<file path="src/rtl/citi_mc_iir.sv">
// Time-multiplexed multi-channel cascade of direct-form-I biquads on one shared MAC.
// Define CITI_SAT_EN to saturate each section result instead of wrapping it.
module citi_mc_iir #(
   parameter int DW   = 16,
   parameter int CW   = 16,
   parameter int FRAC = 14,
   parameter int NSEC = 4,
   parameter int NCH  = 2,
   parameter int AW   = 40
) (
   input  logic              clk30x,
   input  logic              rst,
   input  logic [31:0]       timing,
   input  logic [NCH*DW-1:0] xin,
   output logic [NCH*DW-1:0] yout,
   output logic              yvalid,
   output logic              busy,
   output logic              overrun,
   input  logic              coef_we,
   input  logic [7:0]        coef_addr,
   input  logic [CW-1:0]     coef_wdata
);

   localparam int CHW  = (NCH > 1) ? $clog2(NCH) : 1;
   localparam int SECW = (NSEC > 1) ? $clog2(NSEC) : 1;
   localparam int NDW  = $clog2(NSEC + 1);
   localparam int PW   = CW + DW;
   localparam logic [SECW-1:0] LAST_SEC = SECW'(NSEC - 1);
   localparam logic [CHW-1:0]  LAST_CH  = CHW'(NCH - 1);
   localparam logic [CW-1:0]   B0_RST   = {{(CW-FRAC-1){1'b0}}, 1'b1, {FRAC{1'b0}}};
   localparam logic [AW-1:0]   RND_C    = {{(AW-FRAC){1'b0}}, 1'b1, {(FRAC-1){1'b0}}};

   typedef enum logic [1:0] {
      ST_IDLE = 2'd0,
      ST_RUN  = 2'd1,
      ST_DONE = 2'd2
   } state_t;

   // Round half up, drop the fractional bits, then fit the result into DW bits.
   function automatic logic [DW-1:0] scale_f(input logic [AW-1:0] acc);
      logic signed [AW-1:0] rnd;
`ifdef CITI_SAT_EN
      logic signed [AW-1:0] shr;
      logic signed [AW-1:0] smax;
      logic signed [AW-1:0] smin;
      rnd  = acc + RND_C;
      shr  = rnd >>> FRAC;
      smax = {{(AW-DW+1){1'b0}}, {(DW-1){1'b1}}};
      smin = {{(AW-DW+1){1'b1}}, {(DW-1){1'b0}}};
      if (shr > smax) begin
         scale_f = smax[DW-1:0];
      end else if (shr < smin) begin
         scale_f = smin[DW-1:0];
      end else begin
         scale_f = shr[DW-1:0];
      end
`else
      rnd     = acc + RND_C;
      scale_f = DW'(rnd >>> FRAC);
`endif
   endfunction

   state_t            state_q, state_d;
   logic [31:0]       tcnt_q, tcnt_d;
   logic [2:0]        step_q, step_d;
   logic [SECW-1:0]   sec_q, sec_d;
   logic [CHW-1:0]    ch_q, ch_d;
   logic [AW-1:0]     acc_q, acc_d;
   logic              busy_q, busy_d;
   logic              yvalid_q, yvalid_d;
   logic              overrun_q, overrun_d;
   logic [NCH*DW-1:0] yout_q, yout_d;
   logic              pend_vld_q, pend_vld_d;
   logic [7:0]        pend_addr_q, pend_addr_d;
   logic [CW-1:0]     pend_data_q, pend_data_d;

   logic [DW-1:0]     in_q   [NCH];
   logic [DW-1:0]     res_q  [NCH];
   logic [DW-1:0]     sec_in_q;
   logic [DW-1:0]     d1_q   [NCH][NSEC+1];
   logic [DW-1:0]     d2_q   [NCH][NSEC+1];
   logic [CW-1:0]     coef_q [NSEC][5];

   logic              strike_s, capture_s, wb_s, done_s, acc_en_s, last_sec_s;
   logic              coef_wr_s;
   logic [7:0]        coef_wa_s;
   logic [CW-1:0]     coef_wd_s;
   logic [NDW-1:0]    node_s, node_nx_s;
   logic [DW-1:0]     x_s, opd_s, y_s;
   logic [CW-1:0]     cf_s;
   logic [PW-1:0]     prod_s;
   logic [AW-1:0]     prod_ext_s, acc_base_s;

   assign strike_s   = (tcnt_q == 32'd0);
   assign tcnt_d     = (tcnt_q >= timing) ? 32'd0 : tcnt_q + 32'd1;
   assign last_sec_s = (sec_q == LAST_SEC);
   assign node_s     = NDW'(sec_q);
   assign node_nx_s  = node_s + NDW'(1'b1);

   // Sequencer: channel-major, sections in order, six cycles per section.
   always_comb begin
      state_d   = state_q;
      step_d    = step_q;
      sec_d     = sec_q;
      ch_d      = ch_q;
      capture_s = 1'b0;
      wb_s      = 1'b0;
      done_s    = 1'b0;
      acc_en_s  = 1'b0;
      case (state_q)
         ST_IDLE: begin
            if (strike_s) begin
               capture_s = 1'b1;
               state_d   = ST_RUN;
               step_d    = 3'd0;
               sec_d     = '0;
               ch_d      = '0;
            end else begin
               state_d = ST_IDLE;
            end
         end
         ST_RUN: begin
            if (step_q == 3'd5) begin
               wb_s   = 1'b1;
               step_d = 3'd0;
               if (last_sec_s) begin
                  sec_d = '0;
                  if (ch_q == LAST_CH) begin
                     state_d = ST_DONE;
                  end else begin
                     ch_d = ch_q + CHW'(1'b1);
                  end
               end else begin
                  sec_d = sec_q + SECW'(1'b1);
               end
            end else begin
               acc_en_s = 1'b1;
               step_d   = step_q + 3'd1;
            end
         end
         ST_DONE: begin
            done_s  = 1'b1;
            state_d = ST_IDLE;
         end
         default: begin
            state_d = ST_IDLE;
         end
      endcase
   end

   // MAC operand selection and accumulate; a1/a2 terms are subtracted.
   always_comb begin
      x_s = (sec_q == '0) ? in_q[ch_q] : sec_in_q;
      case (step_q)
         3'd0: begin opd_s = x_s;                     cf_s = coef_q[sec_q][0]; end
         3'd1: begin opd_s = d1_q[ch_q][node_s];      cf_s = coef_q[sec_q][1]; end
         3'd2: begin opd_s = d2_q[ch_q][node_s];      cf_s = coef_q[sec_q][2]; end
         3'd3: begin opd_s = d1_q[ch_q][node_nx_s];   cf_s = coef_q[sec_q][3]; end
         3'd4: begin opd_s = d2_q[ch_q][node_nx_s];   cf_s = coef_q[sec_q][4]; end
         default: begin opd_s = '0;                   cf_s = '0;               end
      endcase
      prod_s     = {{DW{cf_s[CW-1]}}, cf_s} * {{CW{opd_s[DW-1]}}, opd_s};
      prod_ext_s = {{(AW-PW){prod_s[PW-1]}}, prod_s};
      acc_base_s = (step_q == 3'd0) ? '0 : acc_q;
      if (step_q >= 3'd3) begin
         acc_d = acc_base_s - prod_ext_s;
      end else begin
         acc_d = acc_base_s + prod_ext_s;
      end
      y_s = scale_f(acc_q);
   end

   // Status flags and output word.
   always_comb begin
      busy_d    = capture_s ? 1'b1 : (done_s ? 1'b0 : busy_q);
      yvalid_d  = done_s;
      overrun_d = overrun_q | (strike_s & busy_q);
      yout_d    = yout_q;
      for (int c = 0; c < NCH; c++) begin
         yout_d[c*DW +: DW] = done_s ? res_q[c] : yout_q[c*DW +: DW];
      end
   end

   // Coefficient writes land directly when idle, are parked while busy, and drain on return to idle.
   always_comb begin
      coef_wr_s   = 1'b0;
      coef_wa_s   = coef_addr;
      coef_wd_s   = coef_wdata;
      pend_vld_d  = pend_vld_q;
      pend_addr_d = pend_addr_q;
      pend_data_d = pend_data_q;
      case (state_q)
         ST_IDLE: begin
            coef_wr_s = coef_we;
         end
         ST_DONE: begin
            pend_vld_d = 1'b0;
            if (coef_we) begin
               coef_wr_s = 1'b1;
            end else begin
               coef_wr_s = pend_vld_q;
               coef_wa_s = pend_addr_q;
               coef_wd_s = pend_data_q;
            end
         end
         default: begin
            if (coef_we) begin
               pend_vld_d  = 1'b1;
               pend_addr_d = coef_addr;
               pend_data_d = coef_wdata;
            end else begin
               pend_vld_d = pend_vld_q;
            end
         end
      endcase
   end

   // Control and status registers.
   always_ff @(posedge clk30x or posedge rst) begin
      if (rst) begin
         state_q     <= ST_IDLE;
         tcnt_q      <= 32'd0;
         step_q      <= 3'd0;
         sec_q       <= '0;
         ch_q        <= '0;
         acc_q       <= '0;
         busy_q      <= 1'b0;
         yvalid_q    <= 1'b0;
         overrun_q   <= 1'b0;
         yout_q      <= '0;
         pend_vld_q  <= 1'b0;
         pend_addr_q <= 8'd0;
         pend_data_q <= '0;
      end else begin
         state_q     <= state_d;
         tcnt_q      <= tcnt_d;
         step_q      <= step_d;
         sec_q       <= sec_d;
         ch_q        <= ch_d;
         if (acc_en_s) acc_q <= acc_d;
         busy_q      <= busy_d;
         yvalid_q    <= yvalid_d;
         overrun_q   <= overrun_d;
         yout_q      <= yout_d;
         pend_vld_q  <= pend_vld_d;
         pend_addr_q <= pend_addr_d;
         pend_data_q <= pend_data_d;
      end
   end

   // Input capture, section chaining and delay-line shifts.
   always_ff @(posedge clk30x or posedge rst) begin
      if (rst) begin
         sec_in_q <= '0;
         for (int c = 0; c < NCH; c++) begin
            in_q[c]  <= '0;
            res_q[c] <= '0;
            for (int n = 0; n <= NSEC; n++) begin
               d1_q[c][n] <= '0;
               d2_q[c][n] <= '0;
            end
         end
      end else begin
         if (capture_s) begin
            for (int c = 0; c < NCH; c++) begin
               in_q[c] <= xin[c*DW +: DW];
            end
         end
         if (wb_s) begin
            sec_in_q              <= y_s;
            d2_q[ch_q][node_s]    <= d1_q[ch_q][node_s];
            d1_q[ch_q][node_s]    <= x_s;
            if (last_sec_s) begin
               d2_q[ch_q][NSEC] <= d1_q[ch_q][NSEC];
               d1_q[ch_q][NSEC] <= y_s;
               res_q[ch_q]      <= y_s;
            end
         end
      end
   end

   // Coefficient bank; reset leaves every section as a unity passthrough.
   always_ff @(posedge clk30x or posedge rst) begin
      if (rst) begin
         for (int k = 0; k < NSEC; k++) begin
            for (int j = 0; j < 5; j++) begin
               coef_q[k][j] <= (j == 0) ? B0_RST : '0;
            end
         end
      end else if (coef_wr_s) begin
         for (int k = 0; k < NSEC; k++) begin
            for (int j = 0; j < 5; j++) begin
               if (coef_wa_s == 8'(5*k + j)) coef_q[k][j] <= coef_wd_s;
            end
         end
      end
   end

   assign yout    = yout_q;
   assign yvalid  = yvalid_q;
   assign busy    = busy_q;
   assign overrun = overrun_q;

endmodule

</file>
<file path="config.mk">
export PLATFORM = sky130hd
export DESIGN_NAME = citi_mc_iir
export DESIGN_NICKNAME = d
export VERILOG_FILES = /design/src/rtl/citi_mc_iir.sv
export SDC_FILE = /design/constraint.sdc
export NUM_CORES = 2
export LEC_CHECK = 0
export BUFFER_PORTS_ARGS = -buffer_cell sky130_fd_sc_hd__buf_4
export CAP_MARGIN = 25
export CORE_ASPECT_RATIO = 0.8
export CORE_MARGIN = 2
export CORE_UTILIZATION = 58
export DETAILED_ROUTE_END_ITERATION = 7
export GPL_TIMING_DRIVEN = 1
export PLACE_DENSITY = 0.9
export SLEW_MARGIN = 20
export SYNTH_ARGS = -nofsm -noshare
export SYNTH_HDL_FRONTEND = slang
export SYNTH_SLANG_ARGS = --single-unit
</file>
<file path="constraint.sdc">
create_clock -name clk30x -period 26.7 [get_ports clk30x]
set_input_delay 2.67 -clock clk30x [delete_from_list [all_inputs] [get_ports clk30x]]
set_output_delay 2.67 -clock clk30x [all_outputs]
set_load 0.01 [all_outputs]
</file>
==> qor.csv <==
metric;value;unit
sequential fraction of the synthesis area;41.68;%
Min Clock Period, post-route;12.36;ns
startpoint class of the critical path;flip-flop;
Setup CP Type;flip-flop to flip-flop;
DRT antenna net count;0;
RR Startpoint;sec_q[0]$_DFFE_PP0P_;
asr flop ratio synth;100.0;%
total CTS buffers;82;
worst skew pair latency;0.68;ns
Setup crit end kind;flip-flop;
postcts setup bufs;0;
Nets;5669;
Top Ports;126;
# DRC;1;
GRT overflow;0;
first-pass GRT wire length;230800;um
I/O Buffers;125;
GPL Wtd Cong;0.9765;
CP max-delay cell;dfrtp_4;
Setup Skew;0.05465;ns
Worst Max-Slew Pin Slew;1.139;ns
WL final;144300;um
syn nets;5685;
worst reg2reg path depth;39;
crit path max fanout;52;
# rows;97;
via count;40900;
detailed placement HPWL;94880;um
Sequential Area;21290;um2
CTS H-tree lvls;3;
Root Driver;clkbuf_16;
final hold viol count;0;
die area;90410;um2
cell mode on critical path;fa_1;
Pwr Total;3.745;mW
Hold Buf Count CTS;0;
main flop type after synthesis;dfrtp_1;
Reg clk slew, reported paths;0.07;ns
Initial Utilization;58.41;%
largest net degree at the start of global routing;198;
status;finished with violations;
Worst EP arrival;12.89;ns
CP Launch Point;sec_q[0]$_DFFE_PP0P_;
CTS Sinks;850;
Synth Area per Inst;9.824;um2
leakage;26.97;nW
CP endpoint;acc_q[27]$_DFFE_PP0P_;
fmax;0.08093;GHz
Post-CTS Resized;0;
initial detailed-routing violation count;5077;
vias per cell;6.406;
Reg2Reg Setup Slack;14.34;ns
initial antenna violation count;1;
area grow syn2layout;9.557;%
number of flops mapped to enable cells by yosys;0;
Post-Syn Area;51040;um2
Syn Inst Count;5196;
R2R Path End;acc_q[27]$_DFFE_PP0P_;
PD cells;66.97;nW/um2
number of library cell types mapped by synthesis;83;
WP data required;27.24;ns
RSZ-0062 raised after global routing;false;
TritonCTS clock tree;done;
Max Cap Viol;0;
slew margin rel.;23.56;%
Peak VDD IR;0.07208;mV
Longest Clk Path Bufs;3;
Antenna Cells;0;
die height;269.3;um
drt first pass iters;8;
Inst Count DP;6226;
Worst Hold Class;flip-flop to flip-flop;
Final period util;46.28;%
core area;87380;um2
endpoints failing setup;0;
area of the multi-input gates;27040;um2
Yosys reg bits;850;
vias in the first global route;42170;
Final Non-Filler Cells;6384;
failing checks;design-rule violations;
Hold Path Origin;d1_q[73]$_DFFE_PP0P_;
final slew viol count;0;
Die X-Extent;335.7;um
share of post-route cells with drive strength above 1;13.31;%
DR WL/cell;22.61;um
Critical Path Max Stage Delay;0.75;ns
Synthesis Warnings;0;
Global Route Usage Sum;32.24;%
Fin Setup TNS;0;ns
Fillers;6193;
## worst max-delay path: cells and delay by family (launching register included)
kind	cells	cell delay, ns
AO/OA/AOI/OAI	10	2.15
XOR/XNOR	2	0.53
adder cells (fa/ha/maj)	9	4.36
buffers and inverters	7	1.74
flip-flops	1	0.75
multiplexers	2	0.77
AND/OR/NAND/NOR	9	1.88
## layer usage
layer,vias up,GRT usage (%),wire (um)
met5,-,0,13
met4,2,15.66,7477
met3,624,10.29,18480
met2,2678,48.09,64600
met1,20160,42.86,53780
li1,17430,-,-
## cell usage in the layout (no fill, tap or decap), types with 29 or more instances in the layout
master	count
clkbuf_16	82
a211oi_1	45
nand3_1	42
and2_1	45
buf_4	219
xnor2_1	70
o22ai_1	45
nor2_1	439
mux2i_1	167
mux4_2	128
mux2_2	119
xor2_1	66
inv_1	372
fa_1	249
o21a_1	29
dfrtp_1	843
ha_1	147
o21ai_0	587
a21oi_1	174
a21o_1	40
nand2b_1	32
nand2_1	886
## synthesized netlist by cell type (6+ instances only)
library cell / n / area, um2
a211oi_1: 45 / 337.8
a21o_1: 40 / 300.3
a21oi_1: 174 / 870.8
a222oi_1: 7 / 70.07
a22oi_1: 26 / 195.2
a31oi_1: 19 / 118.9
a32oi_1: 7 / 61.31
and2_1: 46 / 287.8
and3_1: 21 / 131.4
buf_1: 12 / 45.04
buf_2: 42 / 210.2
buf_4: 12 / 90.09
buf_6: 7 / 78.83
clkbuf_1: 256 / 960.9
dfrtp_1: 846 / 21170
fa_1: 249 / 4985
ha_1: 149 / 1864
inv_1: 374 / 1404
mux2_2: 119 / 1340
mux2i_1: 169 / 1692
mux4_2: 128 / 2883
nand2_1: 897 / 3367
nand2b_1: 34 / 212.7
nand3_1: 46 / 230.2
nand3b_1: 10 / 75.07
nand4_1: 15 / 93.84
nor2_1: 441 / 1655
nor2b_1: 13 / 81.33
nor3_1: 25 / 125.1
nor4_1: 12 / 75.07
o21a_1: 29 / 217.7
o21ai_0: 588 / 2943
o21ai_1: 25 / 125.1
o21bai_1: 9 / 67.56
o22ai_1: 45 / 281.5
o2bb2ai_1: 6 / 52.55
o31ai_1: 7 / 52.55
or2_2: 17 / 106.4
or3_1: 6 / 37.54
xnor2_1: 70 / 613.1
xor2_1: 66 / 578.1
## state kept, by name, summed over array words and instances, names as in the netlist, 2 cells and up
register	cells
acc_q	30
d2_q	160
yout	32
sec_in_q	16
state_q	2
step_q	3
pend_addr_q	8
in_q	32
res_q	32
d1_q	160
coef_q	320
tcnt_q	32
sec_q	2
pend_data_q	16
## cells by family after synthesis
group,share of synthesized area [%]
and+or+nand+nor,13.09
AOI/OAI and AO/OA,12.23
DFF,41.68
buffers and inverters,5.613
muxes,11.64
adders and majority gates,13.42
xor gates and xnor gates,2.334
## final cells by class
type / count / area share, %
timing repair buffer: 233 / 3.401
clock inverter: 43 / 0.9912
inverter: 377 / 2.544
tap: 1138 / 2.546
multi-input combinational: 3636 / 48.35
clock buffer: 107 / 4.106
sequential: 850 / 38.06
## report_power, final
part | total, mW | internal [mW] | leakage [nW] | switching [mW]
Sequential | 1.62 | 1.48 | 11.3 | 0.137
Clock | 1.23 | 0.687 | 1.39 | 0.547
Combinational | 0.896 | 0.319 | 14.3 | 0.577
## through the flow
step	instance area, um2	hold WS [ns]	util [%]	worst slack, ns
floorplan	51040	0.4402	-	0.1535
global placement	52830	0.4534	60.46	14.88
detailed placement	52890	0.4585	60.53	14.76
CTS	55740	0.4755	63.79	14.59
global route	55920	0.4973	64.00	13.70
finish	55920	0.4746	64.00	14.34
## how the worst min path moves through the flow
| stage | to | slack [ns] | cells after the start |
|---|---|---|---|
| 4_1_cts | d2_q[95]$_DFFE_PP0P_ | 0.48 | 2 |
| 3_5_place_dp | d2_q[95]$_DFFE_PP0P_ | 0.46 | 2 |
| 6_report | d1_q[73]$_DFFE_PP0P_ | 0.47 | 2 |
| 2_1_floorplan | acc_q[3]$_DFFE_PP0P_ | 0.44 | 2 |
| 3_3_place_gp | acc_q[3]$_DFFE_PP0P_ | 0.45 | 2 |
| 5_1_grt | coef_q[235]$_DFFE_PP0P_ | 0.50 | 2 |
Note: power is estimated with default switching activity, not from simulation.
